## src/rtl/clock_enable_gen_if.sv

```systemverilog
// Configuration/sync inputs and divided clock/strobe outputs of clock_enable_gen.
// The master side drives writes and sync, and the slave side is the divider itself.
interface clock_enable_gen_if #(
  parameter int NUM_CH = 4,
  parameter int CNT_W  = 8,
  parameter int CH_W   = 2
);
  logic              sync;
  logic              cfg_wr;
  logic [CH_W-1:0]   cfg_ch;
  logic [CNT_W-1:0]  cfg_div;
  logic [NUM_CH-1:0] clk_out;
  logic [NUM_CH-1:0] en_out;
  logic [NUM_CH-1:0] cfg_pending;

  modport master (
    output sync, cfg_wr, cfg_ch, cfg_div,
    input  clk_out, en_out, cfg_pending
  );

  modport slave (
    input  sync, cfg_wr, cfg_ch, cfg_div,
    output clk_out, en_out, cfg_pending
  );
endinterface

```

## src/rtl/clock_enable_gen.sv

```systemverilog
// Multi-channel programmable clock divider with per-channel rise strobes.
// Divisor changes on a running channel wait for the end of the current period.
module clock_enable_gen #(
  parameter int NUM_CH = 4,
  parameter int CNT_W  = 8,
  parameter int CH_W   = 2,
  parameter logic [NUM_CH*CNT_W-1:0] DIV_RESET = {8'd0, 8'd0, 8'd2, 8'd1}
) (
  input logic               clock,
  input logic               reset,
  clock_enable_gen_if.slave bus
);

  logic [NUM_CH-1:0] clk_vec;
  logic [NUM_CH-1:0] en_vec;
  logic [NUM_CH-1:0] pend_vec;

  for (genvar i = 0; i < NUM_CH; i++) begin : g_ch
    logic [CNT_W-1:0] cnt;
    logic [CNT_W-1:0] div_act;
    logic [CNT_W-1:0] div_pend;
    logic             clk_q;
    logic             en_q;
    logic             pend_v;
    logic             wr_hit;
    logic             terminal;

    // Out-of-range channel indices never match, so such writes are dropped.
    assign wr_hit   = bus.cfg_wr && (bus.cfg_ch == CH_W'(i));
    assign terminal = (cnt == div_act - CNT_W'(1));

    always_ff @(posedge clock or posedge reset) begin
      if (reset) begin
        cnt      <= '0;
        clk_q    <= 1'b0;
        en_q     <= 1'b0;
        pend_v   <= 1'b0;
        div_pend <= '0;
        div_act  <= DIV_RESET[i*CNT_W +: CNT_W];
      end else if (bus.sync) begin
        cnt   <= '0;
        clk_q <= 1'b0;
        en_q  <= 1'b0;
        if (wr_hit) begin
          div_act <= bus.cfg_div;
          pend_v  <= 1'b0;
        end else if (pend_v) begin
          div_act <= div_pend;
          pend_v  <= 1'b0;
        end
      end else if (div_act == '0) begin
        cnt   <= '0;
        clk_q <= 1'b0;
        en_q  <= 1'b0;
        if (wr_hit) begin
          div_act <= bus.cfg_div;
        end
      end else begin
        if (terminal) begin
          cnt   <= '0;
          clk_q <= ~clk_q;
          en_q  <= ~clk_q;
          // Only the falling toggle closes a full period, so swap divisors there.
          if (clk_q && pend_v) begin
            div_act <= div_pend;
            pend_v  <= 1'b0;
          end
        end else begin
          cnt  <= cnt + CNT_W'(1);
          en_q <= 1'b0;
        end
        // A write landing on the boundary queues behind the divisor just applied.
        if (wr_hit) begin
          div_pend <= bus.cfg_div;
          pend_v   <= 1'b1;
        end
      end
    end

    assign clk_vec[i]  = clk_q;
    assign en_vec[i]   = en_q;
    assign pend_vec[i] = pend_v;
  end

  assign bus.clk_out     = clk_vec;
  assign bus.en_out      = en_vec;
  assign bus.cfg_pending = pend_vec;

endmodule

```

## src/flat_wrapper.sv

```systemverilog
// flat-port wrapper written by rule: the top's interface ports become plain ports
module clock_enable_gen_flat 
#(
  parameter int NUM_CH = 4,
  parameter int CNT_W  = 8,
  parameter int CH_W   = 2,
  parameter logic [NUM_CH*CNT_W-1:0] DIV_RESET = {8'd0, 8'd0, 8'd2, 8'd1}
)
  (clock, reset, bus_sync, bus_cfg_wr, bus_cfg_ch, bus_cfg_div, bus_clk_out, bus_en_out, bus_cfg_pending);
  clock_enable_gen_if #(.NUM_CH(NUM_CH), .CNT_W(CNT_W), .CH_W(CH_W)) bus_i ();
  input logic clock;
  input logic reset;
  input wire logic [$bits(bus_i.sync)-1:0] bus_sync;
  input wire logic [$bits(bus_i.cfg_wr)-1:0] bus_cfg_wr;
  input wire logic [$bits(bus_i.cfg_ch)-1:0] bus_cfg_ch;
  input wire logic [$bits(bus_i.cfg_div)-1:0] bus_cfg_div;
  output wire logic [$bits(bus_i.clk_out)-1:0] bus_clk_out;
  output wire logic [$bits(bus_i.en_out)-1:0] bus_en_out;
  output wire logic [$bits(bus_i.cfg_pending)-1:0] bus_cfg_pending;
  assign bus_i.sync = bus_sync;
  assign bus_i.cfg_wr = bus_cfg_wr;
  assign bus_i.cfg_ch = bus_cfg_ch;
  assign bus_i.cfg_div = bus_cfg_div;
  assign bus_clk_out = bus_i.clk_out;
  assign bus_en_out = bus_i.en_out;
  assign bus_cfg_pending = bus_i.cfg_pending;
  clock_enable_gen #(.NUM_CH(NUM_CH), .CNT_W(CNT_W), .CH_W(CH_W), .DIV_RESET(DIV_RESET)) u_core (.clock(clock), .reset(reset), .bus(bus_i));
endmodule
```

## config.mk

```make
export PLATFORM = sky130hd
export DESIGN_NAME = clock_enable_gen_flat
export DESIGN_NICKNAME = d
export VERILOG_FILES = /design/src/rtl/clock_enable_gen_if.sv /design/src/rtl/clock_enable_gen.sv /design/src/flat_wrapper.sv
export SDC_FILE = /design/constraint.sdc
export NUM_CORES = 1
export LEC_CHECK = 0
export ABC_CLOCK_PERIOD_IN_PS = 3400
export BUFFER_PORTS_ARGS = -buffer_cell sky130_fd_sc_hd__buf_2
export CAP_MARGIN = 5
export CELL_PAD_IN_SITES_DETAIL_PLACEMENT = 2
export CELL_PAD_IN_SITES_GLOBAL_PLACEMENT = 2
export CORE_MARGIN = 3
export CORE_UTILIZATION = 39
export CTS_BUF_LIST = sky130_fd_sc_hd__clkbuf_8
export DETAILED_ROUTE_END_ITERATION = 16
export GPL_TIMING_DRIVEN = 1
export HOLD_SLACK_MARGIN = 0.12
export PLACE_DENSITY = 0.81
export SYNTH_ARGS = -nofsm -noshare
export SYNTH_HDL_FRONTEND = slang
export SYNTH_SLANG_ARGS = --single-unit
```

## constraint.sdc

```tcl
create_clock -name clock -period 3.4 [get_ports clock]
set_input_delay 0.68 -clock clock [delete_from_list [all_inputs] [get_ports clock]]
set_output_delay 0.68 -clock clock [all_outputs]
set_load 0.02 [all_outputs]
```

Word level (Yosys, flattened, before mapping)
Index checks and enable logic that the tools add are counted.
- input port bits: 14
- bits in read-only memories: 0
- logic and storage cells: 185
- output and inout bits: 12
- bits in latches: 0
- register bits after elaboration: 108
- memories: 0
- memory bits (writable): 0
- divide/modulo/power cells: 0
- shifts and indexed selects: 0
- muxes and demuxes: 84
- multiply operators: 0
- equality and inequality tests: 19
- reductions and logical operators: 41
- magnitude comparators: 0
- bitwise operators: 9
- add/subtract/negate cells: 8
- operator list (kind ; count):
    $mux 8 ; 40
    $reduce_bool 3->1 ; 16
    $mux 1 ; 44
    $add 8x1->8 const B ; 4
    $eq 8x8->1 ; 4
    $logic_not 8->1 ; 4
    $sub 8x1->8 const B ; 4
    $reduce_and 3->1 ; 8
    $reduce_and 4->1 ; 4
    $ne 3x1->1 const B ; 4
    $ne 3x2->1 const B ; 4
    $not 1->1 ; 9
    $logic_and 1x1->1 ; 8
    $ne 2x2->1 const B ; 4
    $eq 2x2->1 const B ; 2
    $eq 2x1->1 const B ; 1
    $logic_not 2->1 ; 1

Longest topological paths before layout
Gate-level depths: netlist of the first run.
- depth in word-level cells: 6
- mapped depth: 10
- depth with buffers taken out: 8

Worst setup path before layout of the first run
No wires, ideal clock.
- path type: register to register
- start point: reg u_core.g_ch[0].div_act[0]
- end point: reg u_core.g_ch[0].div_act[2]
- buffers on the path: 1
- period minus slack after synthesis: 2.636 ns
- stages on the path, launching flop included: 10
- data required time: 3.275 ns
- setup slack: 0.764 ns
- setup time: 0.125 ns
- data arrival time: 2.511 ns
- path through: dfstp_2 -> inv_1 -> ha_1 -> clkbuf_1 -> o21bai_1 -> a2111oi_0 -> a311oi_1 -> a211oi_2 -> a41oi_4 -> mux2_2
- longest elaborated chain between the ends: 4
- elaborated cells between the ends (all ways): 9
- those cells by class: add/sub (1); eq/ne (2); mux (2); reduce/logical (4)
- RTL lines (element ; RTL line ; source):
    start: declaration ; clock_enable_gen.sv:20 ; logic [CNT_W-1:0] div_act;
    start signal: assignment ; clock_enable_gen.sv:39 ; div_act <= DIV_RESET[i*CNT_W +: CNT_W];
    start signal: assignment ; clock_enable_gen.sv:45 ; div_act <= bus.cfg_div;
    start signal: assignment ; clock_enable_gen.sv:48 ; div_act <= div_pend;
    $sub 8x1->8 ; clock_enable_gen.sv:30 ; assign terminal = (cnt == div_act - CNT_W'(1));
    $eq 8x8->1 ; clock_enable_gen.sv:30 ;
    $reduce_bool 3->1 (no source line) ; - ;
    $reduce_and 4->1 (no source line) ; - ;
Several ways; a longest one is shown, not always the timed one.
A chain may end at the register's enable or synchronous reset.

Final worst setup path of the first run
Ends and elaborated chain as after synthesis.

==> reports/results.ini, run 1 <==
[synthesis]
synth_compound_area_frac = 0.07572
synth.area.mux_share = 0.1811
yosys.area.top_type = dfrtp_1
yosysUniqueCellTypes = 70
synth_top_area_share = 0.4304
synth_edf_count = 0
yosysSeqAreaShare = 0.4389
async_flop_share = 1.000
syn_area_um2 = 6163
syn_area_per_cell_um2 = 11.03
synthAdderAreaFrac = 0.02436
synth_ff_type = dfrtp_1
synth.area.top_cells = dfrtp_1, mux2_2, xor2_1
yosys_register_bits = 108
yosysWarnings = 0
synthCells = 559
synth_top_family_by_area = multiplexers
synthXorXnorAreaFrac = 0.09805
syn_nets = 585
synthSimpleGateAreaFrac = 0.1466

[power_and_ir_drop]
power_frac_clock = 0.174
irDropWorstVdd_v = 0.0002070
cellLeakagePower_nw = 2.919
p_int_mw = 2.918
power_density_nw_per_um2 = 724.3
combPwrFrac = 0.382
switchingPower_mw = 1.911
p_sw_frac = 0.3957
power_frac_seq = 0.444

[sta]
slew_headroom = 0.2750
fin_crit_ns = 3.029
worst_slew_pin_slew_ns = 1.079
fin_crit_sh = 0.8908
hold_viol = 0
fmax_mhz = 330.2
worst_hold_slack_ns = 0.4040
slew_viol_final = 0
setup_viol = 0
finalSetupTns_ns = 0
finClkSkew_ns = 0.02020
rsz0062_at_grt = no
final.setup.worst_slack_ns = 0.3714

[grt]
overflow = 0
grt_pass1_wl_um = 25800
track_usage = 0.1831
grt_use_met3 = 0.02374
antenna_found_initial = 0
grt_pass1_vias = 4901
grt_busiest_layer = met2
grt_max_degree = 51
use_met2 = 0.3160
met1_usage = 0.2399

[place]
port_buffers = 25
dp_slack_ns = 0.3807
dp_hpwl_um = 11340
routabilityCongestion = 0.7589

[clock_tree]
cts.sinks = 108
postCtsSetupBuffers = 0
clockBufferDepth = 2
clock_latency_ns = 0.39
cts.repair.resized = 0
cts_made_buffers = 9
cts_root_buffer = clkbuf_8
tritoncts = yes
holdBufCountCts = 0
h-tree-depth = 3
path_clk_slew_ns = 0.12

[cells_and_area]
multiInputGateArea_um2 = 3241
diodes = 0
nets = 599
final_layout_size_suffix_gt1_frac = 0.2128
area_growth_pct = 8.161
fill_cells = 1613
regArea_um2 = 2705
final_core_util = 0.4353

[route]
route.detailed.drc = 0
via_count = 4233
firstDrtPassIters = 4
wire_per_inst_um = 19.35
wirelength_um = 15270
drtIter0Drc = 143
ant_nets = 0
viasPerCell = 5.365

[die]
design.die.area_um2 = 17350
rows = 45
fp.coreArea_um2 = 15310
io_pins = 26
start_util = 0.4025
die_h_um = 131.7
dieWidth_um = 131.7

[status]
status = completed

[worst_setup_path]
crit_arrival_ns = 3.31
cp-start-kind = flop
critPathMaxFanout = 8
cp.required_ns = 3.68
critPathCaptureType = flop
critPathKind = flop to flop

[min_path]
worstHoldPathType = input port to async pin

[job]
max_cap_viol_count = 0

==> path summary, 6_finish.rpt <==
kind | start | endpoint | slack (ns) | cells after the start
worst min-delay path | reset | u_core.g_ch[1].pend_v | 0.40 | 2
worst max-delay path | u_core.g_ch[0].div_act[0] | u_core.g_ch[0].div_act[2] | 0.37 | 8
worst min register to register | u_core.g_ch[2].div_pend[1] | u_core.g_ch[2].div_pend[1] | 0.51 | 1
worst max register to register | u_core.g_ch[0].div_act[0] | u_core.g_ch[0].div_act[2] | 0.37 | 8
min in group clock | u_core.g_ch[2].div_pend[1] | u_core.g_ch[2].div_pend[1] | 0.51 | 1
max in group asynchronous | reset | u_core.g_ch[3].cnt[5] | 2.17 | 3
==> layout by cell type, fill, tap and decap left out, types with 9 or more instances in the layout <==
master / instances
mux2i_1: 19
clkbuf_8: 10
nor2_1: 52
a21oi_1: 9
mux2_2: 48
dfrtp_1: 106
inv_1: 13
buf_2: 25
nand3_1: 27
nand2_1: 19
xor2_1: 40
xnor2_1: 29
nor3_1: 14
ha_1: 12
mux2_1: 25
and3_1: 14
==> stage by stage <==
stage	cells	power, mW	cell area [um^2]
after global placement	773	3.828	6460
after CTS	789	4.892	6666
after floorplan	559	3.485	6167
after global routing	789	5.195	6666
final	789	4.829	6666
after detailed placement	773	4.025	6460
==> cells in the mapped netlist, drive strengths merged, types with 2 or more instances <==
cell	n
nand2	20
nand2b	8
a32oi	2
a31oi	4
inv	14
nor4	6
nor3	15
a21oi	10
xnor2	29
o2111ai	2
a211oi	3
nand3b	4
nor2	52
xor2	40
mux2	79
or2	3
a41oi	2
or4	2
o31ai	4
clkbuf	16
buf	13
nand4	6
nor3b	4
dfrtp	106
nand3	27
mux2i	20
a21boi	2
and2	3
o21ai	9
ha	12
and3	15
dfstp	2
or3	2
a221oi	3
==> power groups by stage <==
stage / registers, mW / clock network (mW) / logic [mW]
2_1_floorplan: 1.97 / 0 / 1.52
3_3_place_gp: 2.12 / 0 / 1.71
3_5_place_dp: 2.17 / 0 / 1.86
4_1_cts: 2.14 / 0.872 / 1.88
5_1_grt: 2.22 / 0.923 / 2.05
6_report: 2.14 / 0.839 / 1.85
==> worst max-delay path, cell delays in order, from the launching register on <==
cell and delay [ns]:
dfstp_2 0.60, inv_1 0.09, ha_1 0.32, o21bai_1 0.20
a2111oi_0 0.52, a311oi_1 0.12, a211oi_2 0.45, a41oi_4 0.28
mux2_2 0.34
==> logic make-up (layout without fill, tap and decap cells) <==
| group | Yosys count | count (layout) |
|---|---|---|
| adder cells (fa/ha/maj) | 12 | 12 |
| AO/OA/AOI/OAI | 56 | 56 |
| AND/OR/NAND/NOR | 171 | 171 |
| flip-flops | 108 | 108 |
| multiplexers | 99 | 99 |
| buffers and inverters | 44 | 63 |
| XOR/XNOR | 69 | 69 |
==> flip-flops by register name, summed over array words and instances (netlist names) <==
register	count
u_core.g_ch.pend_v	4
u_core.g_ch.clk_q	4
u_core.g_ch.cnt	32
u_core.g_ch.en_q	4
u_core.g_ch.div_pend	32
u_core.g_ch.div_act	32
==> per-layer routing <==
metal,vias up,routed length [um]
met5,-,0
met4,0,230
met3,17,216
met2,35,7659
met1,2189,7161
li1,1992,-
==> final cells by class <==
| type | instances | share of cell area |
|---|---|---|
| Clock buffer | 10 | 0.02065 |
| Inverter | 15 | 0.009009 |
| Timing Repair Buffer | 32 | 0.02853 |
| Clock inverter | 6 | 0.01032 |
| Multi-Input combinational cell | 407 | 0.4861 |
| Sequential cell | 108 | 0.4058 |
| Tap cell | 211 | 0.03960 |
Power figures use the tool's default switching activity.
==> run 2: changes to the inputs <==
--- a/config.mk
+++ b/config.mk
@@ -5,18 +5,18 @@
 export SDC_FILE = /design/constraint.sdc
 export NUM_CORES = 1
 export LEC_CHECK = 0
-export ABC_CLOCK_PERIOD_IN_PS = 3400
+export ABC_CLOCK_PERIOD_IN_PS = 3600
 export BUFFER_PORTS_ARGS = -buffer_cell sky130_fd_sc_hd__buf_2
 export CAP_MARGIN = 5
 export CELL_PAD_IN_SITES_DETAIL_PLACEMENT = 2
 export CELL_PAD_IN_SITES_GLOBAL_PLACEMENT = 2
 export CORE_MARGIN = 3
-export CORE_UTILIZATION = 39
+export CORE_UTILIZATION = 40
 export CTS_BUF_LIST = sky130_fd_sc_hd__clkbuf_8
 export DETAILED_ROUTE_END_ITERATION = 16
 export GPL_TIMING_DRIVEN = 1
 export HOLD_SLACK_MARGIN = 0.12
-export PLACE_DENSITY = 0.81
+export PLACE_DENSITY = 0.8
 export SYNTH_ARGS = -nofsm -noshare
 export SYNTH_HDL_FRONTEND = slang
 export SYNTH_SLANG_ARGS = --single-unit
==> constraint.sdc (replaced) <==
create_clock -name clock -period 3.6 [get_ports clock]
set_input_delay 0.72 -clock clock [delete_from_list [all_inputs] [get_ports clock]]
set_output_delay 0.72 -clock clock [all_outputs]
set_load 0.02 [all_outputs]
==> run 2 against run 1 <==
Compared with the run above: maximum frequency grew 4.3%; sequential share of layout area grew 0.47 points; clock skew shrank 0.0059 ns; total power shrank 7.5%; largest power group unchanged; global-route usage grew 1.3 points; cell area shrank 1.1%; critical path type unchanged; register-to-register slack gained 0.33 ns; critical path depth is the same; non-clock buffer count grew 1; via count grew 1.1%; sequential power shrank 6%; critical endpoint is now u_core.g_ch[0].div_act[6]; count of clock-buffer cells in the layout is the same.
==> reports/results.ini, run 2 (synthesis results as in run 1) <==
[status]
status = completed

[cells_and_area]
diodes = 0  ; unchanged
area_growth_pct = 6.922
nets = 600  ; +0.17%
final_cell_mix = dfrtp_1, nor2_1, mux2_2
reg.largest.list = u_core.g_ch.cnt: 32 flops, u_core.g_ch.div_act: 32 flops, u_core.g_ch.div_pend: 32 flops
fill_cells = 1502  ; -6.9%
stdcell_count = 763  ; -3.3%
final_common_cell = dfrtp_1
final_layout_size_suffix_gt1_frac = 0.2107  ; -0.002095

[route]
ant_nets = 0  ; unchanged
wire_per_inst_um = 19.80  ; +2.3%
via_count = 4280  ; +1.1%
firstDrtPassIters = 4  ; unchanged
drtIter0Drc = 167  ; +17%
route.detailed.drc = 0  ; unchanged
wirelength_um = 15110  ; -1.0%
viasPerCell = 5.609  ; +4.6%

[clock_tree]
path_clk_slew_ns = 0.10  ; -0.02 ns
h-tree-depth = 3  ; unchanged
cts.repair.resized = 0  ; unchanged
tritoncts = yes
clock_latency_ns = 0.41  ; +0.02 ns
holdBufCountCts = 0  ; unchanged
clockBufferDepth = 2  ; unchanged
postCtsSetupBuffers = 0  ; unchanged
cts_root_buffer = clkbuf_8
cts.sinks = 108  ; unchanged
cts_made_buffers = 9  ; unchanged

[sta]
worst_slew_pin_slew_ns = 1.042  ; -0.03711 ns
finalSetupTns_ns = 0  ; unchanged
hold_viol = 0  ; unchanged
rsz0062_at_grt = no
setup_viol = 0  ; unchanged
final.setup.worst_slack_ns = 0.6966  ; +0.3252 ns
slew_headroom = 0.2999  ; +0.02493
finClkSkew_ns = 0.01434  ; -0.005866 ns
fin_crit_sh = 0.8065  ; -0.08426
slew_viol_final = 0  ; unchanged
fin_crit_ns = 2.903  ; -0.1252 ns
fmax_mhz = 344.4  ; +4.3%

[worst_setup_path]
cp_cell_sequence = inv_1 > ha_1 > o21bai_1 > a2111oi_0 > a311oi_1 > a211oi_2 > a41oi_4 > mux2_2
reg2reg_to = u_core.g_ch[0].div_act[6]
critPathMaxStageDelay_ns = 0.61  ; about the same
r2r.worst_path.cells = 8  ; unchanged
crit_arrival_ns = 3.19  ; -0.12 ns
critPathMaxFanout = 8  ; unchanged
cp.required_ns = 3.89  ; +0.21 ns
critPathCaptureType = flop
cp_num_buf_inv = 1  ; unchanged
rrSetupSlack_ns = 0.70  ; +0.33 ns
path_delay_family = compound AO/OA/AOI/OAI gates
critPathKind = flop to flop
timing.rr.start = u_core.g_ch[0].div_act[0]
slowest_stage = dfstp_2
cp-start-kind = flop

[grt]
track_usage = 0.1964  ; +0.01330
grt_max_degree = 54  ; +5.9%
grt_busiest_layer = met2
overflow = 0  ; unchanged
met1_usage = 0.2654  ; +0.02552
grt_pass1_wl_um = 26110  ; +1.2%
grt_pass1_vias = 4849  ; -1.1%
use_met2 = 0.3280  ; +0.01196
antenna_found_initial = 0  ; unchanged
grt_use_met3 = 0.03029  ; +0.006554

[power_and_ir_drop]
cellLeakagePower_nw = 2.913  ; -0.23%
power_frac_clock = 0.158  ; -0.016
p_int_mw = 2.686  ; -7.9%
p_sw_frac = 0.3986  ; +0.002906
combPwrFrac = 0.390  ; +0.008
power_frac_seq = 0.452  ; +0.008
power_density_nw_per_um2 = 677.8  ; -6.4%
irDropWorstVdd_v = 0.0002743  ; +32%
switchingPower_mw = 1.780  ; -6.8%

[job]
max_cap_viol_count = 0  ; unchanged

[min_path]
worstHoldPathType = input port to async pin

[die]
fp.coreArea_um2 = 14810  ; -3.3%
design.die.area_um2 = 16930  ; -2.4%
dieWidth_um = 130.1  ; -1.2%
die_h_um = 130.1  ; -1.2%
io_pins = 26  ; unchanged
start_util = 0.4162  ; +0.01374
rows = 44  ; -2.2%

[place]
port_buffers = 25  ; unchanged
dp_slack_ns = 0.7105  ; +0.3298 ns
placed_cells = 747  ; -3.4%
dp_hpwl_um = 11000  ; -3.0%
routabilityCongestion = 0.7835  ; +3.2%

run 2: worst max path at each step:
stage	end	from	cells past startpoint	slack [ns]
2_1_floorplan	u_core.g_ch[0].clk_q	reset	1	0.04
3_3_place_gp	u_core.g_ch[0].div_act[2]	u_core.g_ch[0].div_act[0]	8	0.87
3_5_place_dp	u_core.g_ch[0].div_act[6]	u_core.g_ch[0].div_act[0]	8	0.71
4_1_cts	u_core.g_ch[0].div_act[6]	u_core.g_ch[0].div_act[0]	8	0.69
5_1_grt	u_core.g_ch[0].div_act[4]	u_core.g_ch[0].div_act[0]	8	0.48
6_report	u_core.g_ch[0].div_act[6]	u_core.g_ch[0].div_act[0]	8	0.70
run 2: power by group through the flow:
| stage | registers, mW | clock network (mW) | logic [mW] |
|---|---|---|---|
| detailed placement | 2.04 | 0 | 1.74 |
| CTS | 2.02 | 0.736 | 1.77 |
| floorplan | 1.86 | 0 | 1.43 |
| global route | 2.09 | 0.784 | 1.96 |
| finish | 2.02 | 0.706 | 1.74 |
| global placement | 2.01 | 0 | 1.63 |
run 2: area by class of cell:
type,instances,area [um^2],share of cell area
Inverter,15,58.81,0.008923
Tap cell,184,230.2,0.03493
Timing Repair Buffer,33,185.2,0.02810
Multi-Input combinational cell,407,3241,0.4917
Clock buffer,10,137.6,0.02088
Clock inverter,6,32.53,0.004936
Sequential cell,108,2705,0.4105
run 2: through the flow:
| step | area (um^2) | hold WS, ns | utilization | power, mW |
|---|---|---|---|---|
| after floorplan | 6163 | 0.4541 | - | 3.291 |
| after global placement | 6420 | 0.4646 | 0.4335 | 3.636 |
| after detailed placement | 6420 | 0.4749 | 0.4335 | 3.784 |
| after CTS | 6590 | 0.4243 | 0.4450 | 4.526 |
| after global routing | 6590 | 0.4697 | 0.4450 | 4.836 |
| final | 6590 | 0.4073 | 0.4450 | 4.467 |
run 2: metal layers:
| metal | share of wire | vias to the layer above |
|---|---|---|
| met2 | 0.50 | 37 |
| met4 | 0.014 | 0 |
| met5 | 0 | - |
| met3 | 0.022 | 10 |
| met1 | 0.47 | 2240 |
| li1 | - | 1993 |
==> run 3: changes to the inputs <==
--- a/config.mk
+++ b/config.mk
@@ -5,18 +5,18 @@
 export SDC_FILE = /design/constraint.sdc
 export NUM_CORES = 1
 export LEC_CHECK = 0
-export ABC_CLOCK_PERIOD_IN_PS = 3600
+export ABC_CLOCK_PERIOD_IN_PS = 2400
 export BUFFER_PORTS_ARGS = -buffer_cell sky130_fd_sc_hd__buf_2
 export CAP_MARGIN = 5
 export CELL_PAD_IN_SITES_DETAIL_PLACEMENT = 2
 export CELL_PAD_IN_SITES_GLOBAL_PLACEMENT = 2
 export CORE_MARGIN = 3
-export CORE_UTILIZATION = 40
+export CORE_UTILIZATION = 39
 export CTS_BUF_LIST = sky130_fd_sc_hd__clkbuf_8
 export DETAILED_ROUTE_END_ITERATION = 16
 export GPL_TIMING_DRIVEN = 1
 export HOLD_SLACK_MARGIN = 0.12
-export PLACE_DENSITY = 0.8
+export PLACE_DENSITY = 0.81
 export SYNTH_ARGS = -nofsm -noshare
 export SYNTH_HDL_FRONTEND = slang
 export SYNTH_SLANG_ARGS = --single-unit
==> constraint.sdc (replaced) <==
create_clock -name clock -period 2.4 [get_ports clock]
set_input_delay 0.48 -clock clock [delete_from_list [all_inputs] [get_ports clock]]
set_output_delay 0.48 -clock clock [all_outputs]
set_load 0.02 [all_outputs]
==> run 3 against run 2 <==
Compared with the run above: the flow now finishes with violations (setup timing); maximum frequency grew 19%; critical path type unchanged; wire length is 22% higher; critical path depth rose by 1; worst hold slack improved by 0.026 ns; register-to-register slack got worse by 0.75 ns; sequential power up 47%.
==> reports/results.ini, run 3 (synthesis results as in run 1) <==
[grt]
track_usage = 0.2119  ; +0.01549
grt_pass1_vias = 5330  ; +9.9%
overflow = 0  ; unchanged
grt_max_degree = 55  ; +1.9%
antenna_found_initial = 0  ; unchanged
grt_pass1_wl_um = 29430  ; +13%

[sta]
setup_viol = 15  ; +15
rsz0062_at_grt = yes
slew_viol_final = 0  ; unchanged
finClkSkew_ns = 0.01632  ; +0.001979 ns
fin_crit_sh = 1.021  ; +0.2140
slew_headroom = 0.5478  ; +0.2478
fmax_mhz = 408.3  ; +19%
fin_crit_ns = 2.449  ; -0.4541 ns
worst_slew_pin_slew_ns = 0.6759  ; -0.3662 ns
hold_viol = 0  ; unchanged
final.setup.worst_slack_ns = -0.04923  ; -0.7459 ns

[route]
drtIter0Drc = 140  ; -16%
via_count = 4623  ; +8.0%
ant_nets = 0  ; unchanged
route.detailed.drc = 0  ; unchanged
wire_per_inst_um = 21.71  ; +9.6%
viasPerCell = 5.432  ; -3.2%
wirelength_um = 18470  ; +22%
firstDrtPassIters = 4  ; unchanged

[clock_tree]
tritoncts = yes
cts_made_buffers = 9  ; unchanged
cts.sinks = 108  ; unchanged
h-tree-depth = 3  ; unchanged
clockBufferDepth = 2  ; unchanged
clock_latency_ns = 0.40  ; about the same
path_clk_slew_ns = 0.10  ; about the same
cts_root_buffer = clkbuf_8

[power_and_ir_drop]
power_density_nw_per_um2 = 1085  ; +60%
power_frac_seq = 0.365  ; -0.087
p_int_mw = 4.816  ; +79%
cellLeakagePower_nw = 3.324  ; +14%
power_frac_clock = 0.131  ; -0.027
p_sw_frac = 0.4071  ; +0.008473
switchingPower_mw = 3.306  ; +86%
combPwrFrac = 0.504  ; +0.114
irDropWorstVdd_v = 0.0005194  ; +89%

[worst_setup_path]
cp-start-kind = flop
cp.required_ns = 2.69  ; -1.20 ns
crit_arrival_ns = 2.74  ; -0.45 ns
critPathCaptureType = flop
timing.rr.start = u_core.g_ch[1].div_act[1]
critPathMaxFanout = 7  ; -1
critPathKind = flop to flop
setup.worst_path.start = u_core.g_ch[1].div_act[1]

[place]
port_buffers = 25  ; unchanged
dp_hpwl_um = 12720  ; +16%
routabilityCongestion = 0.8319  ; +6.2%
dpl_cell_area_um2 = 6859  ; +6.8%

[die]
die_h_um = 131.7  ; +1.2%
fp.coreArea_um2 = 15310  ; +3.4%
design.die.area_um2 = 17350  ; +2.4%
rows = 45  ; +2.3%
io_pins = 26  ; unchanged
dieWidth_um = 131.7  ; +1.2%
start_util = 0.4025  ; -0.01374

[cells_and_area]
area_growth_pct = 21.44
final_cell_mix = dfrtp_1, buf_4, nor2_1
regArea_um2 = 2706  ; about the same
reg.largest.list = u_core.g_ch.cnt: 32 flops, u_core.g_ch.div_act: 32 flops, u_core.g_ch.div_pend: 32 flops
fill_cells = 1575  ; +4.9%
final_layout_size_suffix_gt1_frac = 0.3578  ; +0.1471
diodes = 0  ; unchanged
nets = 661  ; +10%
final_common_cell = dfrtp_1
final_core_util = 0.4887  ; +0.04373
multiInputGateArea_um2 = 3577  ; +10%
design_area_um2 = 7485  ; +14%

[min_path]
worstHoldStart = bus_sync
worstHoldPathType = input port to flop

[status]
failed_checks = setup timing
status = finished, violations left

[job]
max_cap_viol_count = 0  ; unchanged

run 3: critical path, cell delays in order, from the launching register on:
cell and delay (ns):
dfstp_2 0.55, inv_2 0.05, ha_4 0.18, nor3b_4 0.16, xnor2_2 0.16, nor4_4 0.30, nand4_1 0.26, a21oi_4 0.22
buf_12 0.14, mux2_4 0.29
run 3: stage by stage:
stage / std cells / setup TNS, ns / worst slack [ns] / power (mW) / hold WS, ns
2_1_floorplan: 559 / -1.257 / -0.1977 / 5.046 / 0.4541
3_3_place_gp: 819 / -0.2373 / -0.03154 / 5.892 / 0.4652
3_5_place_dp: 819 / -5.117 / -0.2076 / 6.253 / 0.4775
4_1_cts: 847 / -0.1088 / -0.02811 / 7.797 / 0.3964
5_1_grt: 851 / -2.839 / -0.1412 / 8.645 / 0.4219
6_report: 851 / -0.3588 / -0.04923 / 8.123 / 0.4330
run 3: power groups by stage:
stage | logic (mW) | clock network (mW) | registers, mW
floorplan | 2.25 | 0 | 2.79
global placement | 3.06 | 0 | 2.83
CTS | 3.77 | 1.12 | 2.91
finish | 4.09 | 1.07 | 2.97
detailed placement | 3.34 | 0 | 2.91
global route | 4.41 | 1.19 | 3.05
run 3: what timing repair did:
| item | 4_1_cts | 5_1_grt |
|---|---|---|
| gates cloned | 0 | 0 |
| gates resized for setup | 34 | 25 |
| setup endpoints to repair | 49 | 69 |
| buffers inserted | 11 | 5 |
| pin swaps | 15 | 20 |
| endpoints found under the hold margin | 13 | 0 |
| hold buffers | 1 | 0 |
run 3: cell type report:
cell class,instances,area share
tap,211,0.03527
timing repair buffer,94,0.09328
sequential,108,0.3616
clock buffer,10,0.01839
multi-input combinational,407,0.4779
clock inverter,6,0.005517
inverter,15,0.008024
run 3: path summary, 6_finish.rpt:
kind | to | slack [ns] | cells past startpoint
max | u_core.g_ch[1].div_act[2] | -0.05 | 9
min | u_core.g_ch[2].pend_v | 0.43 | 2
max reg2reg | u_core.g_ch[1].div_act[2] | -0.05 | 9
min reg2reg | u_core.g_ch[2].div_pend[6] | 0.50 | 1
max in group asynchronous | u_core.g_ch[3].cnt[3] | 1.05 | 4
min in group asynchronous | u_core.g_ch[0].pend_v | 0.63 | 3
run 3: metal layers:
| layer | vias to the layer above | share of wire | track usage | wire, um |
|---|---|---|---|---|
| li1 | 2124 | - | - | - |
| met1 | 2438 | 0.40 | 0.2389 | 7388 |
| met2 | 43 | 0.57 | 0.4043 | 10450 |
| met3 | 18 | 0.021 | 0.04556 | 391 |
| met4 | 0 | 0.013 | 0.05368 | 247 |
| met5 | - | 0 | 0 | 0 |
